===== src/rtl/xor_share_arbiter.sv =====
// Round-robin arbiter that lets N_REQ requesters share one registered XOR stage.
// Valid/ready: a result moves downstream on any rising edge where out_valid and out_ready are both high.
module xor_share_arbiter #(
    parameter int N_REQ = 4,
    parameter int WIDTH = 8,
    localparam int IDW  = (N_REQ > 1) ? $clog2(N_REQ) : 1
) (
    input  logic                     clk,
    input  logic                     rst_n,
    input  logic [N_REQ-1:0]         req,
    input  logic [N_REQ*WIDTH-1:0]   a_bus,
    input  logic [N_REQ*WIDTH-1:0]   b_bus,
    input  logic                     out_ready,
    output logic [N_REQ-1:0]         gnt,
    output logic                     out_valid,
    output logic [WIDTH-1:0]         out_data,
    output logic [IDW-1:0]           out_id,
    output logic [15:0]              xfer_count,
    output logic                     dbg_state_o
);

    typedef enum logic {EMPTY = 1'b0, FULL = 1'b1} state_t;

    state_t           state_q;
    logic [WIDTH-1:0] data_q;
    logic [IDW-1:0]   id_q;
    logic [IDW-1:0]   ptr_q;
    logic [15:0]      xfer_q;

    logic             can_accept;
    logic             sel_found;
    logic [IDW-1:0]   sel_idx;
    logic [IDW-1:0]   cand;
    logic             accept;
    logic [WIDTH-1:0] sel_a;
    logic [WIDTH-1:0] sel_b;
    logic [IDW-1:0]   ptr_d;
    int               idx;

    // The output slot frees up either when empty or when its result leaves this cycle.
    assign can_accept = rst_n && ((state_q == EMPTY) || out_ready);

    always_comb begin
        sel_found = 1'b0;
        sel_idx   = '0;
        cand      = '0;
        idx       = 0;
        for (int k = 0; k < N_REQ; k++) begin
            idx = int'(ptr_q) + k;
            if (idx >= N_REQ) idx = idx - N_REQ;
            cand = IDW'(idx);
            if (!sel_found && req[cand]) begin
                sel_found = 1'b1;
                sel_idx   = cand;
            end
        end
    end

    assign accept = can_accept && sel_found;

    always_comb begin
        gnt   = '0;
        sel_a = '0;
        sel_b = '0;
        for (int i = 0; i < N_REQ; i++) begin
            if (sel_idx == IDW'(i)) begin
                gnt[i] = accept;
                sel_a  = a_bus[i*WIDTH +: WIDTH];
                sel_b  = b_bus[i*WIDTH +: WIDTH];
            end
        end
    end

    assign ptr_d = (sel_idx == IDW'(N_REQ - 1)) ? '0 : sel_idx + IDW'(1);

    always_ff @(posedge clk or negedge rst_n) begin
        if (!rst_n) begin
            state_q <= EMPTY;
            data_q  <= '0;
            id_q    <= '0;
            ptr_q   <= '0;
            xfer_q  <= '0;
        end else begin
            if ((state_q == FULL) && out_ready && (xfer_q != 16'hFFFF))
                xfer_q <= xfer_q + 16'd1;
            if (accept) begin
                state_q <= FULL;
                data_q  <= sel_a ^ sel_b;
                id_q    <= sel_idx;
                ptr_q   <= ptr_d;
            end else if ((state_q == FULL) && out_ready) begin
                state_q <= EMPTY;
            end
        end
    end

    assign out_valid   = (state_q == FULL);
    assign out_data    = data_q;
    assign out_id      = id_q;
    assign xfer_count  = xfer_q;
    assign dbg_state_o = state_q;

endmodule


===== config.mk =====
export PLATFORM = sky130hd
export DESIGN_NAME = xor_share_arbiter
export DESIGN_NICKNAME = d
export VERILOG_FILES = /design/src/rtl/xor_share_arbiter.sv
export SDC_FILE = /design/constraint.sdc
export NUM_CORES = 1
export LEC_CHECK = 0
export CORE_ASPECT_RATIO = 0.7
export CORE_MARGIN = 3
export CORE_UTILIZATION = 45
export CTS_CLUSTER_SIZE = 10
export DETAILED_ROUTE_END_ITERATION = 10
export DONT_BUFFER_PORTS = 1
export HOLD_SLACK_MARGIN = 0.02
export RECOVER_POWER = 100
export SETUP_SLACK_MARGIN = 0.4
export SLEW_MARGIN = 10
export SYNTH_ARGS = -nofsm -noshare
export SYNTH_HDL_FRONTEND = slang
export SYNTH_SLANG_ARGS = --single-unit

===== constraint.sdc =====
create_clock -name clk -period 5.9 [get_ports clk]
set_input_delay 0.59 -clock clk [delete_from_list [all_inputs] [get_ports clk]]
set_output_delay 0.59 -clock clk [all_outputs]
set_load 0.02 [all_outputs]

# Yosys cells after proc, flatten, opt, wreduce, memory -nomap -nowiden
# Index checks and enable logic that the tools add are counted.
[word_totals]
regBits = 29
inputBits = 71
output_inout_bits = 32
word_cells = 76
[classes]
addsub = 9
order_cmp = 8
n_eq_ne = 4
muxes = 35
n_bitwise = 2
n_reduce_logical = 13
[ops]
columns = ["cell", "count"]
rows = [
  ["$mux W8", 8],
  ["$mux W2", 9],
  ["$add A16 B1 Y16 const B", 1],
  ["$ne A16 B16 Y1 const B", 1],
  ["$mux W1", 14],
  ["$lt A2 B3 Y1 const B", 4],
  ["$ge A3 B3 Y1 const B", 3],
  ["$bmux W1 S2", 4],
  ["$sub A2 B1 Y2 const B", 4],
  ["$xor A8 B8 Y8", 1],
  ["$logic_and A1 B1 Y1", 7],
  ["$add A2 B2 Y3 const B", 2],
  ["$eq A2 B2 Y1 const B", 2],
  ["$add A2 B1 Y3 const B", 1],
  ["$ge A2 B3 Y1 const B", 1],
  ["$logic_not A1 Y1", 3],
  ["$add A2 B1 Y2 const B", 1],
  ["$eq A2 B1 Y1 const B", 1],
  ["$logic_not A2 Y1", 1],
  ["$reduce_bool A2 Y1", 1],
  ["$logic_or A1 B1 Y1", 1],
  ["$not A1 Y1", 1],
]

# Depth between registers and ports, before layout
[logic_depth]
word_depth = 20
ltp_mapped = 10

# Worst setup path after synthesis
# OpenSTA, ideal clock, no wires.
[synth_path]
path_kind = "input -> output"
from = "input req[2]"
to = "output gnt[3]"
arrival_ns = 1.893
setup_slack_ns = 3.417
stages = 6
n_path_buf = 1
cell_sequence = "mux2i_1 > nor2_1 > nor3_1 > ha_1 > clkbuf_1 > and2_1"
[synth_via]
elab_chain_len = 14
elab_cells_between_ends = 25
classes_between = "eq/ne: 1; mux: 17; reduce/logical: 7"
[synth_lines]
columns = ["item", "line_no", "rtl"]
rows = [
  ["start: declaration", "10", "input logic [N_REQ-1:0] req,"],
  ["$bmux W1 S2", "52", "if (!sel_found && req[cand]) begin"],
  ["$mux W1 (not written as such)", "52", ""],
  ["$mux W1", "52", ""],
  ["$logic_not A1 Y1", "52", ""],
  ["$logic_and A1 B1 Y1", "52", ""],
  ["$mux W1", "52", ""],
  ["$logic_not A1 Y1", "52", ""],
  ["$logic_and A1 B1 Y1", "52", ""],
  ["$mux W1", "52", ""],
  ["$logic_not A1 Y1", "52", ""],
  ["$logic_and A1 B1 Y1", "52", ""],
  ["$mux W2 (*)", "52", ""],
  ["via sel_idx[0]", "32", "logic [IDW-1:0] sel_idx;"],
  ["$eq A2 B2 Y1 (*)", "66", "if (sel_idx == IDW'(i)) begin"],
  ["$mux W1 (*)", "66", ""],
  ["end: declaration", "14", "output logic [N_REQ-1:0] gnt,"],
]
# Mark *: on every way through the listed nets, which the timed path passes. The rest lies on a longest branch. The select of a mux whose other input is x is not followed.

# Worst setup path in the final report
[layout_path]
from = "register ptr_q[1]"
to = "output gnt[3]"
[layout_via]
elab_chain_len = 16
elab_cells_between_ends = 40
classes_between = "add/sub: 7; order compare: 4; eq/ne: 1; mux: 21; reduce/logical: 7"
[layout_lines]
columns = ["item", "line_no", "rtl"]
rows = [
  ["start: declaration", "27", "logic [IDW-1:0] ptr_q;"],
  ["start signal: assignment", "90", "ptr_q <= ptr_d;"],
  ["branches (longest 13 deep; another with $add A2 B1 Y3)", "n/a", ""],
  ["$mux W2 (*)", "52", ""],
  ["via sel_idx[0]", "32", ""],
  ["$eq A2 B2 Y1 (*)", "66", ""],
  ["$mux W1 (*)", "66", ""],
]
# Mark *: on every way through the listed nets, which the timed path passes. The select of a mux whose other input is x is not followed.

==> impl_metrics.json <==
{
  "endpoint_kind": "output pin",
  "fmax_ghz": 0.347,
  "cts-htree-levels": 2,
  "status": "finished with violations",
  "ys_types": 44,
  "grt_util_all_layers_pct": 17.9,
  "vias": 1513,
  "fp.coreArea_um2": 4070,
  "hold_start": "out_ready",
  "post-route-drc-count": 0,
  "syn_area_um2": 1960,
  "cpLargestDelayFamily": "simple AND/OR/NAND/NOR gates",
  "path_buf_inv": 0,
  "clk_latency_ps": 270,
  "antenna_found_initial": 0,
  "reg2reg_from": "ptr_q[1]",
  "grt_pass1_wl_um": 7280,
  "port_buffers": 0,
  "avgSynthCellArea_um2": 10.1,
  "cts_sinks": 29,
  "power_w": 0.000742,
  "crit_slowest_cell": "ha_1",
  "yosysSeqAreaShare_pct": 37.0,
  "synthTopCellsByCount": "xor2_1, dfrtp_1, nor2_1",
  "ys.flop_type": "dfrtp_1",
  "drive_above_1_share_pct": 7.07,
  "yosys.area.top_type": "dfrtp_1",
  "slew_violations": 30,
  "grt_max_degree": 30,
  "relSlewSlack_pct": -5.32,
  "rsz0062_at_grt": "no",
  "violations": "max-capacitance violations, max-slew violations",
  "gp_congestion": 0.761,
  "rows": 19,
  "start_util_pct": 48.3,
  "fin_skew_ps": 2.99,
  "wl_um": 4720,
  "yosysMostFrequentCell": "xor2_1",
  "p_leak_nw": 0.866,
  "cts_setup_buffers": 0,
  "hpwlAfterDp_um": 3590,
  "ios": 103,
  "max_stage_delay_ps": 500,
  "postRouteAntennaNets": 0,
  "via_per_inst": 6.05,
  "numCtsBuffers": 5,
  "cts_tree": "built",
  "criticalPathCategory": "reg2out",
  "fillers": 408,
  "dr.pass1.iters": 5,
  "layout.cells.non_filler": 250,
  "start_kind": "flop",
  "synth_edf_count": 0,
  "seqCellArea_um2": 726,
  "final_util_pct": 49.6,
  "netlist.area_leader.share_pct": 37.0,
  "dp.cells": 241,
  "timing.final.crit_share_pct": 48.9,
  "multi_input_comb_area_um2": 1110,
  "vdd_drop_max_mv": 0.189,
  "ys_seq_elements": 29,
  "yosys-top-cells-area": "dfrtp_1, xor2_1, a222oi_1, a21oi_1, a22o_1",
  "tns_ps": 0,
  "hold_class": "in2reg",
  "die_area_um2": 5200,
  "powerDensity_nw_per_um2": 368,
  "cts_root_buf": "clkbuf_8",
  "wl_per_cell_um": 18.9,
  "dieWidth_um": 84.9,
  "nets": 273,
  "grt_overflow_total": 0,
  "arrival_ps": 2300,
  "die_y_um": 61.3,
  "drtIter0Drc": 115,
  "maxCapViolCount": 1,
  "crit_start": "ptr_q[1]",
  "syn-num-nets": 271,
  "clkSlewWorstSetupHoldPaths_ps": 60,
  "timing.final.crit_period_ps": 2890,
  "grt_pass1_vias": 1484,
  "path_cells": "mux2i_1 -> nor2_1 -> nor3_1 -> ha_1 -> and2_0",
  "setup_viol": 0,
  "async_reset_ff_share_pct": 100,
  "tightestPinTransition_ps": 1580,
  "syn_inst": 195,
  "area_delta_synth_final_pct": 2.80,
  "critPathRequiredTime_ps": 5310,
  "final_hold_viol_count": 0,
  "diodes": 0,
  "cts_buffer_depth": 2,
  "yosysWarnings": 0,
  "crit_fanout": 11
}
final timing paths:
path,to,slack [ps],cells after the start
max,gnt[3],3010,5
min reg2reg,ptr_q[0],570,2
max in group asynchronous,out_data[7],4280,1
max reg2reg,out_data[5],3100,8
min in group asynchronous,xfer_count[9],700,1
min,dbg_state_o,420,1
flip-flops by register name, summed over array words and instances (netlist names):
register and flops:
dbg_state_o 1, out_data 8, out_id 2, ptr_q 2
xfer_count 16
metal layers:
metal	GRT usage (%)	wire [um]
met5	0	0
met2	27.9	2190
met3	6.15	347
met4	4.74	21
met1	24.2	2160
through the flow:
step / hold slack, ps / setup WS (ps) / instance area [um^2]
4_1_cts: 132 / 3060 / 2100
3_3_place_gp: 295 / 3200 / 2000
5_1_grt: 418 / 2850 / 2020
6_report: 419 / 3010 / 2020
2_1_floorplan: 294 / 3420 / 1960
3_5_place_dp: 295 / 3100 / 2000
kinds of logic after synthesis:
logic type                 count (synthesis)  share of synthesized area (%)
buffers and inverters                     13                           3.06
muxes                                      5                           2.93
xor gates and xnor gates                  43                           19.2
adders and majority gates                  5                           3.19
and+or+nand+nor                           58                           18.7
DFF                                       29                           37.0
AOI/OAI and AO/OA                         42                           16.0
placed cells by master, fill, tap and decap left out, drive strengths merged, types with 6 or more instances in the layout:
master / instances
clkbuf: 8
dfrtp: 29
a21oi: 16
nand4: 8
xor2: 38
nand3: 6
inv: 6
nor2: 18
a222oi: 8
a22o: 8
worst reg2reg max path, delay by kind of cell, from the launching register on:
family / cells / cell delay (ps)
muxes: 1 / 210
and+or+nand+nor: 3 / 760
DFF: 1 / 430
AOI/OAI and AO/OA: 3 / 750
adders and majority gates: 1 / 490
repair_timing:
action,4_1_cts,5_1_grt
hold endpoints to repair,29,0
hold buffers,1,0
gates resized for setup,0,0
layout make-up:
class,count,area share (%)
tap,52,3.22
clock inverter,2,0.496
inverter,6,1.12
multi-input combinational,153,55.2
clock buffer,6,3.60
sequential,29,36.0
timing repair buffer,2,0.372
power by group:
group,total [W],internal (W),leakage (nW),switching (W)
Combinational,0.000216,0.0000987,0.458,0.000117
Sequential,0.000372,0.000249,0.363,0.000122
Clock,0.000155,0.0000815,0.0450,0.0000733
(Power assumes the default switching activity.)
